## src/rtl/fp_div_pkg.sv

```systemverilog
// fp_div_pkg: shared constants, IEEE-754 field helpers and FSM state type for fp_div_recip.
package fp_div_pkg;

    localparam int EXP_W = 8;
    localparam int MAN_W = 23;
    localparam int BIAS = 127;
    localparam logic [31:0] QNAN = 32'h7FC00000;

    typedef enum logic [2:0] {IDLE, REQ, WAIT, MUL, NORM, FIN} state_e;

    function automatic logic f_sign(input logic [31:0] x);
        return x[31];
    endfunction

    function automatic logic [7:0] f_exp(input logic [31:0] x);
        return x[30:23];
    endfunction

    function automatic logic [22:0] f_man(input logic [31:0] x);
        return x[22:0];
    endfunction

endpackage

```

## src/rtl/fp_mant_mul_norm.sv

```systemverilog
// fp_mant_mul_norm: registered 24x24 mantissa multiply, then registered normalise and round.
// FP_DIV_RNE_EN selects round-to-nearest-even; otherwise the mantissa is truncated.
module fp_mant_mul_norm #(
    parameter int EXP_W = 8,
    parameter int MAN_W = 23
) (
    input  logic               clk,
    input  logic               rst,
    input  logic               mul_en,
    input  logic               norm_en,
    input  logic [MAN_W-1:0]   man_a,
    input  logic [MAN_W-1:0]   man_r,
    input  logic [EXP_W-1:0]   exp_a,
    input  logic [EXP_W-1:0]   exp_r,
    output logic [EXP_W+1:0]   exp_n,
    output logic [MAN_W-1:0]   man_n
);
    import fp_div_pkg::*;

    localparam int PW = 2 * (MAN_W + 1);
    localparam int XW = EXP_W + 2;

    logic [PW-1:0]    prod_q, prod_d;
    logic [MAN_W-1:0] man_q, man_d, man_t;
    logic [XW-1:0]    exp_q, exp_d, exp_t;
    logic             hi;
`ifdef FP_DIV_RNE_EN
    logic             grd, stk;
    logic [MAN_W:0]   sum;
`endif

    always_comb begin
        prod_d = mul_en ? PW'({1'b1, man_a}) * PW'({1'b1, man_r}) : prod_q;
        hi     = prod_q[PW-1];
        man_t  = MAN_W'(hi ? prod_q >> (MAN_W + 1) : prod_q >> MAN_W);
        // two's-complement exponent; the top bit flags underflow below zero
        exp_t  = XW'(exp_a) + XW'(exp_r) - XW'(BIAS) + XW'(hi);
`ifdef FP_DIV_RNE_EN
        grd    = hi ? prod_q[MAN_W] : prod_q[MAN_W-1];
        stk    = |(hi ? prod_q << (PW - MAN_W) : prod_q << (PW - MAN_W + 1));
        sum    = {1'b0, man_t} + (MAN_W + 1)'(grd & (stk | man_t[0]));
        man_d  = norm_en ? sum[MAN_W-1:0] : man_q;
        exp_d  = norm_en ? exp_t + XW'(sum[MAN_W]) : exp_q;
`else
        man_d  = norm_en ? man_t : man_q;
        exp_d  = norm_en ? exp_t : exp_q;
`endif
    end

    always_ff @(posedge clk or negedge rst) begin
        if (!rst) begin
            prod_q <= '0;
            man_q  <= '0;
            exp_q  <= '0;
        end else begin
            prod_q <= prod_d;
            man_q  <= man_d;
            exp_q  <= exp_d;
        end
    end

    assign exp_n = exp_q;
    assign man_n = man_q;

endmodule

```

## src/rtl/fp_div_recip.sv

```systemverilog
// fp_div_recip: single-precision q = a / b computed as a * (1/b) from an external reciprocal unit.
// Build option FP_DIV_RNE_EN enables round-to-nearest-even; default build truncates.
module fp_div_recip #(
    parameter int EXP_W      = 8,
    parameter int MAN_W      = 23,
    parameter int WAIT_LIMIT = 64
) (
    input  logic                   clk,
    input  logic                   rst,
    input  logic                   start,
    input  logic [EXP_W+MAN_W:0]   a,
    input  logic [EXP_W+MAN_W:0]   b,
    output logic [EXP_W+MAN_W:0]   quotient,
    output logic                   done,
    output logic                   busy,
    output logic                   div_by_zero,
    output logic                   timeout,
    output logic                   recip_start,
    output logic [EXP_W+MAN_W:0]   recip_x,
    input  logic [EXP_W+MAN_W:0]   recip_out,
    input  logic                   recip_done,
    input  logic                   recip_zero
);
    import fp_div_pkg::*;

    localparam int W    = EXP_W + MAN_W + 1;
    localparam int WD_W = $clog2(WAIT_LIMIT + 2);

    state_e           state_q, state_d;
    logic [W-1:0]     a_q, a_d, b_q, b_d, r_q, r_d, quo_q, quo_d, res;
    logic [WD_W-1:0]  wd_q, wd_d;
    logic             rz_q, rz_d, tmo_q, tmo_d, done_q, done_d, busy_q, busy_d;
    logic             dz_q, dz_d, to_q, to_d;
    logic [EXP_W+1:0] exp_n;
    logic [MAN_W-1:0] man_n;
    logic             sign, ovf, unf, wd_exp;

    fp_mant_mul_norm #(.EXP_W(EXP_W), .MAN_W(MAN_W)) u_mul (
        .clk     (clk),
        .rst     (rst),
        .mul_en  (state_q == MUL),
        .norm_en (state_q == NORM),
        .man_a   (f_man(a_q)),
        .man_r   (f_man(r_q)),
        .exp_a   (f_exp(a_q)),
        .exp_r   (f_exp(r_q)),
        .exp_n   (exp_n),
        .man_n   (man_n)
    );

    // the watchdog count includes the FIN cycle, so done lands WAIT_LIMIT cycles after WAIT entry
    assign wd_exp = (WAIT_LIMIT != 0) && (32'(wd_q) + 32'd2 >= 32'(WAIT_LIMIT));

    always_comb begin
        sign = f_sign(a_q) ^ f_sign(r_q);
        ovf  = !exp_n[EXP_W+1] && (exp_n[EXP_W] || &exp_n[EXP_W-1:0]);
        unf  = exp_n[EXP_W+1] || ~|exp_n;
        res  = tmo_q            ? QNAN :
               rz_q             ? {f_sign(a_q) ^ f_sign(b_q), {EXP_W{1'b1}}, {MAN_W{1'b0}}} :
               &f_exp(a_q)      ? QNAN :
               ~|f_exp(a_q)     ? {sign, {(W-1){1'b0}}} :
               ovf              ? {sign, {EXP_W{1'b1}}, {MAN_W{1'b0}}} :
               unf              ? {sign, {(W-1){1'b0}}} :
                                  {sign, exp_n[EXP_W-1:0], man_n};
    end

    always_comb begin
        state_d = state_q;
        a_d     = a_q;
        b_d     = b_q;
        r_d     = r_q;
        rz_d    = rz_q;
        tmo_d   = tmo_q;
        wd_d    = wd_q;
        quo_d   = quo_q;
        done_d  = 1'b0;
        busy_d  = busy_q & ~done_q;
        dz_d    = dz_q;
        to_d    = to_q;
        unique case (state_q)
            IDLE: if (start && !busy_q) begin
                state_d = REQ;
                a_d     = a;
                b_d     = b;
                rz_d    = 1'b0;
                tmo_d   = 1'b0;
                dz_d    = 1'b0;
                to_d    = 1'b0;
                busy_d  = 1'b1;
            end
            REQ: begin
                state_d = WAIT;
                wd_d    = '0;
            end
            WAIT: if (recip_done) begin
                state_d = MUL;
                r_d     = recip_out;
                rz_d    = recip_zero;
            end else if (wd_exp) begin
                state_d = FIN;
                tmo_d   = 1'b1;
            end else begin
                wd_d    = wd_q + 1'b1;
            end
            MUL:  state_d = NORM;
            NORM: state_d = FIN;
            FIN: begin
                state_d = IDLE;
                quo_d   = res;
                done_d  = 1'b1;
                dz_d    = rz_q;
                to_d    = tmo_q;
            end
            default: state_d = IDLE;
        endcase
    end

    always_ff @(posedge clk or negedge rst) begin
        if (!rst) begin
            state_q <= IDLE;
            a_q     <= '0;
            b_q     <= '0;
            r_q     <= '0;
            rz_q    <= 1'b0;
            tmo_q   <= 1'b0;
            wd_q    <= '0;
            quo_q   <= '0;
            done_q  <= 1'b0;
            busy_q  <= 1'b0;
            dz_q    <= 1'b0;
            to_q    <= 1'b0;
        end else begin
            state_q <= state_d;
            a_q     <= a_d;
            b_q     <= b_d;
            r_q     <= r_d;
            rz_q    <= rz_d;
            tmo_q   <= tmo_d;
            wd_q    <= wd_d;
            quo_q   <= quo_d;
            done_q  <= done_d;
            busy_q  <= busy_d;
            dz_q    <= dz_d;
            to_q    <= to_d;
        end
    end

    assign quotient    = quo_q;
    assign done        = done_q;
    assign busy        = busy_q;
    assign div_by_zero = dz_q;
    assign timeout     = to_q;
    assign recip_start = (state_q == REQ);
    assign recip_x     = b_q;

endmodule

```

## config.mk

```make
export PLATFORM = sky130hd
export DESIGN_NAME = fp_div_recip
export DESIGN_NICKNAME = d
export VERILOG_FILES = /design/src/rtl/fp_div_pkg.sv /design/src/rtl/fp_mant_mul_norm.sv /design/src/rtl/fp_div_recip.sv
export SDC_FILE = /design/constraint.sdc
export NUM_CORES = 2
export LEC_CHECK = 0
export ABC_AREA = 1
export ABC_CLOCK_PERIOD_IN_PS = 14800
export BUFFER_PORTS_ARGS = -buffer_cell sky130_fd_sc_hd__buf_2
export CORE_ASPECT_RATIO = 2
export CORE_MARGIN = 2
export CORE_UTILIZATION = 34
export CTS_BUF_LIST = sky130_fd_sc_hd__clkbuf_4
export CTS_CLUSTER_DIAMETER = 200
export DETAILED_ROUTE_END_ITERATION = 8
export PLACE_DENSITY = 0.48
export SLEW_MARGIN = 25
export SYNTH_ARGS = -nofsm -noshare
export SYNTH_HDL_FRONTEND = slang
export SYNTH_HIERARCHICAL = 1
export SYNTH_SLANG_ARGS = --single-unit
```

## constraint.sdc

```tcl
create_clock -name clk -period 14.8 [get_ports clk]
set_clock_uncertainty 0.05 [all_clocks]
set_input_delay 2.22 -clock clk [delete_from_list [all_inputs] [get_ports clk]]
set_output_delay 2.22 -clock clk [all_outputs]
set_load 0.01 [all_outputs]
```

# Yosys cells after proc, flatten, opt, wreduce, memory -nomap -nowiden
# Cells that the tools add are included.
[classes]
addsub = 5
n_mul = 1
n_lt_le_gt_ge = 1
n_eq_ne = 11
n_mux = 25
bitwise_logic = 4
reduce_logical = 22
[ops]
columns = ["cell", "n"]
rows = [
  ["2-to-1 mux 32 bit", 3],
  ["2-to-1 mux 31 bit", 3],
  ["multiplier 24 x 24 -> 48 bit", 1],
  ["2-to-1 mux 23 bit", 1],
  ["AND reduction 8 bit", 2],
  ["case mux 3 bit (5 select lines)", 1],
  ["2-to-1 mux 7 bit", 2],
  ["case mux 7 bit (2 select lines)", 1],
  ["adder 10 x 1 -> 10 bit", 1],
  ["inequality test 2 bit, second input constant", 5],
  ["OR reduction 10 bit", 1],
  ["subtractor 10 x 7 -> 10 bit, second input constant", 1],
  ["adder 8 x 8 -> 9 bit", 1],
  ["2-to-1 mux 3 bit", 3],
  ["adder 7 x 2 -> 8 bit, second input constant", 1],
  ["greater-or-equal comparator 8 x 7 -> 1 bit, second input constant", 1],
  ["case mux 1 bit (2 select lines)", 4],
  ["AND reduction 2 bit", 4],
  ["OR reduction 8 bit", 1],
  ["adder 7 x 1 -> 7 bit, second input constant", 1],
  ["2-to-1 mux 1 bit", 7],
  ["== test 3 x 2 -> 1 bit, second input constant", 2],
  ["== test 3 bit, second input constant", 2],
  ["AND reduction 3 bit", 2],
  ["11 further kinds", 18],
]
[totals]
register_bits = 225
input_bits = 101
output_inout_bits = 69
elab_cells = 84

# Longest topological paths before layout
[logic_depth]
word_depth = 9
depth_mapped = 30
ltp_nobuf = 29

# Hierarchy
# Netlist, hierarchy kept.
[by_module_without_submodules]
columns = ["module", "n_inst", "cells_per_inst", "area_each_um2", "seq_area_each_um2"]
rows = [
  ["fp_mant_mul_norm", 1, 2971, 22406.5, 1451.4],
  ["fp_div_recip", 1, 514, 6158.4, 3603.5],
]

# Worst setup path after synthesis
# Ideal clock, no wire load.
[synth_timing]
kind = "reg-to-reg"
from = "register a_q[13]"
to = "register u_mul.prod_q[31]"
setup_time_ns = 0.117
arrival_ns = 5.884
required_time_ns = 14.633
slack_ns = 8.749
stages_incl_launch_ff = 28
path_buffers = 1
period_less_slack_ns = 6.051
path_cell_list = "dfrtp_1 -> clkbuf_1 -> nand2_1 -> fa_1 -> inv_1 -> fa_1 -> inv_1 -> fa_1 -> inv_1 -> fa_1 -> inv_1 -> fa_1 -> inv_1 -> fa_1 -> inv_1 -> fa_1 -> inv_1 -> ha_1 -> a21o_1 -> a21oi_1 -> nor2_1 -> nor2_1 -> nor2_1 -> nor2_1 -> nand2_1 -> xor2_1 -> nand2_1 -> nand2_1"
[synth_between]
elab_chain_cells = 1
[synth_rtl]
columns = ["item", "line", "rtl"]
rows = [
  ["from (decl)", "fp_div_recip.sv:30", "logic [W-1:0] a_q, a_d, b_q, b_d, r_q, r_d, quo_q, quo_d, res;"],
  ["from (signal assigned)", "fp_div_recip.sv:121", "a_q <= '0;"],
  ["from (signal assigned)", "fp_div_recip.sv:134", "a_q <= a_d;"],
  ["multiplier 24 x 24 -> 48 bit", "fp_mant_mul_norm.sv:33", "prod_d = mul_en ? PW'({1'b1, man_a}) * PW'({1'b1, man_r}) : prod_q;"],
  ["to (signal assigned)", "fp_mant_mul_norm.sv:56", "prod_q <= prod_d;"],
  ["to (decl)", "fp_mant_mul_norm.sv:23", "logic [PW-1:0] prod_q, prod_d;"],
]
# No other way between the ends.
# A chain may end at the register's enable or synchronous reset.

# Final worst setup path
[layout_timing]
from = "register a_q[19]"
to = "register u_mul.prod_q[38]"
# The elaborated chain is that of the path after synthesis.

==> flow_summary.json <==
{
  "route.detailed.vias_per_inst": 4.67,
  "multi_input_comb_area_um2": 19400,
  "resize_count_post_cts": 0,
  "final_hold_viol_count": 0,
  "detailedRoute.firstIterationViolations": 820,
  "fp.dieH_um": 414,
  "post_synth_inst_count": 3485,
  "synthSimpleGateAreaFrac_pct": 17.0,
  "ys.warnings.count": 6,
  "synth.distinct_cells": 45,
  "dp.final_hpwl_um": 69500,
  "crit_start_category": "register",
  "htree_num_levels": 2,
  "first_global_vias": 24600,
  "dr_total_vias": 22200,
  "cts_setup_buffers": 0,
  "clock_insertion_delay_worst_skew_ps": 910,
  "layout-drive-gt1-share_pct": 11.1,
  "ctsHoldBuffers": 0,
  "synth_mux_area_share_pct": 4.23,
  "cts_max_path_buffers": 3,
  "grt_start_max_net_pins": 88,
  "max-cap-violations": 0,
  "worstPathMaxFanout": 16,
  "worst_r2r_startpoint": "a_q[19]",
  "ff_latch_area_um2": 5060,
  "critical_path_end_type": "register",
  "antenna_found_initial": 4,
  "place_congestion": 0.910,
  "critical_path_arrival_ps": 7840,
  "final_design_area_no_fill_um2": 31300,
  "globalRouteTotalUtil_pct": 21.1,
  "final-setup-viol-count": 0,
  "dpl_cell_area_um2": 30600,
  "drt_pass_1_iters": 5,
  "dominantRegCellSynth": "dfrtp_1",
  "tritoncts": "built",
  "synth-xor-area-share_pct": 0.675,
  "synth_top_area_share_pct": 33.8,
  "routed_wire_length_per_instance_um": 18.5,
  "grt_first_pass_wirelength_um": 138000,
  "setup.reg_to_reg.worst_slack_ps": 7720,
  "post-route-drc-count": 0,
  "most_frequently_used_cell_type_in_the_post_synthesis_netlist": "inv_1",
  "setup_repair_after_global_routing_missed_its_margin": "no",
  "fin_crit_sh_pct": 47.9,
  "cell_chain_of_the_critical_path": "buf_4, nand2_1, inv_1, fa_1, fa_1, inv_1, fa_1, fa_1, inv_1, fa_1, fa_1, inv_1, fa_1, inv_1, ha_1, nand2_1, inv_1, a21oi_1, o21a_1, o21ai_0, nand2_1, nand4_1, nand3_1, nand2_1",
  "final_total_negative_setup_slack_ps": 0,
  "crit_end": "u_mul/prod_q[38]",
  "reg2reg_to": "u_mul/prod_q[38]",
  "final_max_slew_viol_count": 0,
  "netlist_top_cells_area": "fa_1 34%, dfrtp_1 18%, inv_1 13%",
  "synth-edff-count": 0,
  "critical_path_s_slowest_cell": "dfrtp_1",
  "worstSetupStartpoint": "a_q[19]",
  "period_minus_slack_ps": 7080,
  "die_area_um2": 86500,
  "critPathKind": "register to register",
  "worst_path_largest_cell_delay_ps": 620,
  "hold-path-cell-count": 1,
  "grt_residual_overflow": 0,
  "synth.cell_area_um2": 28600,
  "met1_length_um": 30400,
  "clkSlewWorstSetupHoldPaths_ps": 70,
  "timing_worst_slew_pin_value_ps": 875,
  "synth.avg_cell_area_um2": 8.20,
  "port-buffer-count": 169,
  "cts.sink_count": 202,
  "nFillCells": 8905,
  "floorplan.core_area_um2": 83300,
  "ant_nets": 0,
  "layout.nets": 4406,
  "numCtsBuffers": 56,
  "area_delta_synth_final_pct": 9.65,
  "io_pins": 170,
  "fraction_of_the_mapped_netlist_area_in_compound_gates_pct": 3.89,
  "wl_met2_um": 49800,
  "critical_path_buf_inv_count": 7,
  "status": "finished clean",
  "fp.dieW_um": 209,
  "yosys_reg_bits": 202,
  "dr.max_layer_used": "met5",
  "most_used_cell_along_the_critical_path": "fa_1",
  "buffer_type_at_the_clock_tree_root": "clkbuf_4",
  "hp-class": "register to register",
  "post_synth_fa_ha_maj_area_fraction_pct": 42.0,
  "aggregate_routed_wire_length_um": 87800,
  "max_freq_mhz": 141,
  "placementRows": 150,
  "synth_nets": 4256,
  "cp_num_cells": 24,
  "post_synth_arst_share_pct": 100,
  "synth-seq-area-share_pct": 17.7,
  "met3WireLength_um": 2980,
  "cell_taking_the_most_area_after_synthesis": "fa_1",
  "synth.cells.most_frequent": "957 x inv_1, 895 x nand2_1, 482 x fa_1",
  "dominant_combinational_cell_family_by_area_after_synthesis": "adder cells",
  "critical_path.top_delay_family": "adder cells",
  "critPathRequiredTime_ps": 15560,
  "timing.max_slew.rel_slack_pct": 41.7,
  "worst-r2r-cell-count": 24,
  "start_util_pct": 34.3
}
[layout by cell type, fill, tap and decap left out, types with 8 or more instances in the layout]
| cell | n |
|---|---|
| a21boi_0 | 8 |
| a21o_1 | 9 |
| a21oi_1 | 63 |
| buf_2 | 168 |
| buf_4 | 49 |
| clkbuf_4 | 75 |
| clkinv_1 | 20 |
| clkinv_2 | 8 |
| dfrtp_1 | 199 |
| fa_1 | 482 |
| ha_1 | 188 |
| inv_1 | 956 |
| inv_2 | 8 |
| mux2_1 | 27 |
| mux2_2 | 19 |
| mux2_4 | 46 |
| nand2_1 | 895 |
| nand3_1 | 98 |
| nand4_1 | 17 |
| nor2_1 | 151 |
| nor3_1 | 10 |
| o21ai_0 | 87 |
| o21ai_1 | 9 |
| o21bai_1 | 10 |
| or2_2 | 8 |
| xnor2_1 | 10 |
| xor2_1 | 12 |
[worst min path at each step]
stage,startpoint,endpoint,slack [ps]
floorplan,u_mul/prod_q[46],u_mul/prod_q[46],400
global placement,quotient[17],quotient[17],410
detailed placement,quotient[18],quotient[18],410
CTS,done,busy,420
global route,done,busy,440
finish,done,busy,420
[cells by family (layout without fill, tap and decap cells)]
family	count (synthesis)	count (layout)
buffers and inverters	1090	1287
DFF	202	202
xor gates and xnor gates	22	22
and+or+nand+nor	1207	1207
adders and majority gates	670	670
muxes	92	92
AOI/OAI and AO/OA	202	202
other	0	3
[flip-flops by register name (all words and copies together) (netlist names)]
name,flops
quotient,32
u_mul/exp_n,10
r_q,32
state_q,3
recip_x,32
done,1
busy,1
timeout,1
tmo_q,1
rz_q,1
wd_q,7
u_mul/prod_q,25
div_by_zero,1
a_q,32
u_mul/man_n,23
[worst register-to-register path, delay by kind of cell (launching register included)]
kind | cells | cell delay [ps]
fa+ha+maj | 8 | 3850
compound gates | 3 | 1070
buf+inv | 7 | 700
simple gates | 6 | 670
flops | 1 | 620
[metrics by stage]
step	setup WS [ps]	util [%]	std cells	hold WS, ps
after floorplan	8750	-	3485	400
after global placement	7600	36.7	4641	409
after detailed placement	7720	36.7	4641	410
after CTS	7700	37.6	4746	422
after global routing	7330	37.6	4748	437
final	7720	37.6	4749	417
[cell type report]
| type | count | share of cell area (%) |
|---|---|---|
| flip-flops and latches | 202 | 16.2 |
| repair buffers | 218 | 3.91 |
| clock inverters | 30 | 0.419 |
| clock buffers | 75 | 1.80 |
| multi-input cells | 2193 | 61.9 |
| diodes | 3 | 0.0240 |
| inverters | 964 | 11.6 |
| well taps | 1064 | 4.25 |
[layer usage]
layer / up-vias / global-route usage [%]
li1: 10400 / -
met1: 11000 / 20.5
met2: 517 / 43.0
met3: 213 / 2.43
met4: 4 / 10.2
met5: - / 0
Power is not shown: default switching activity piles up to over one toggle a cycle in this logic, so the estimate is an artifact.
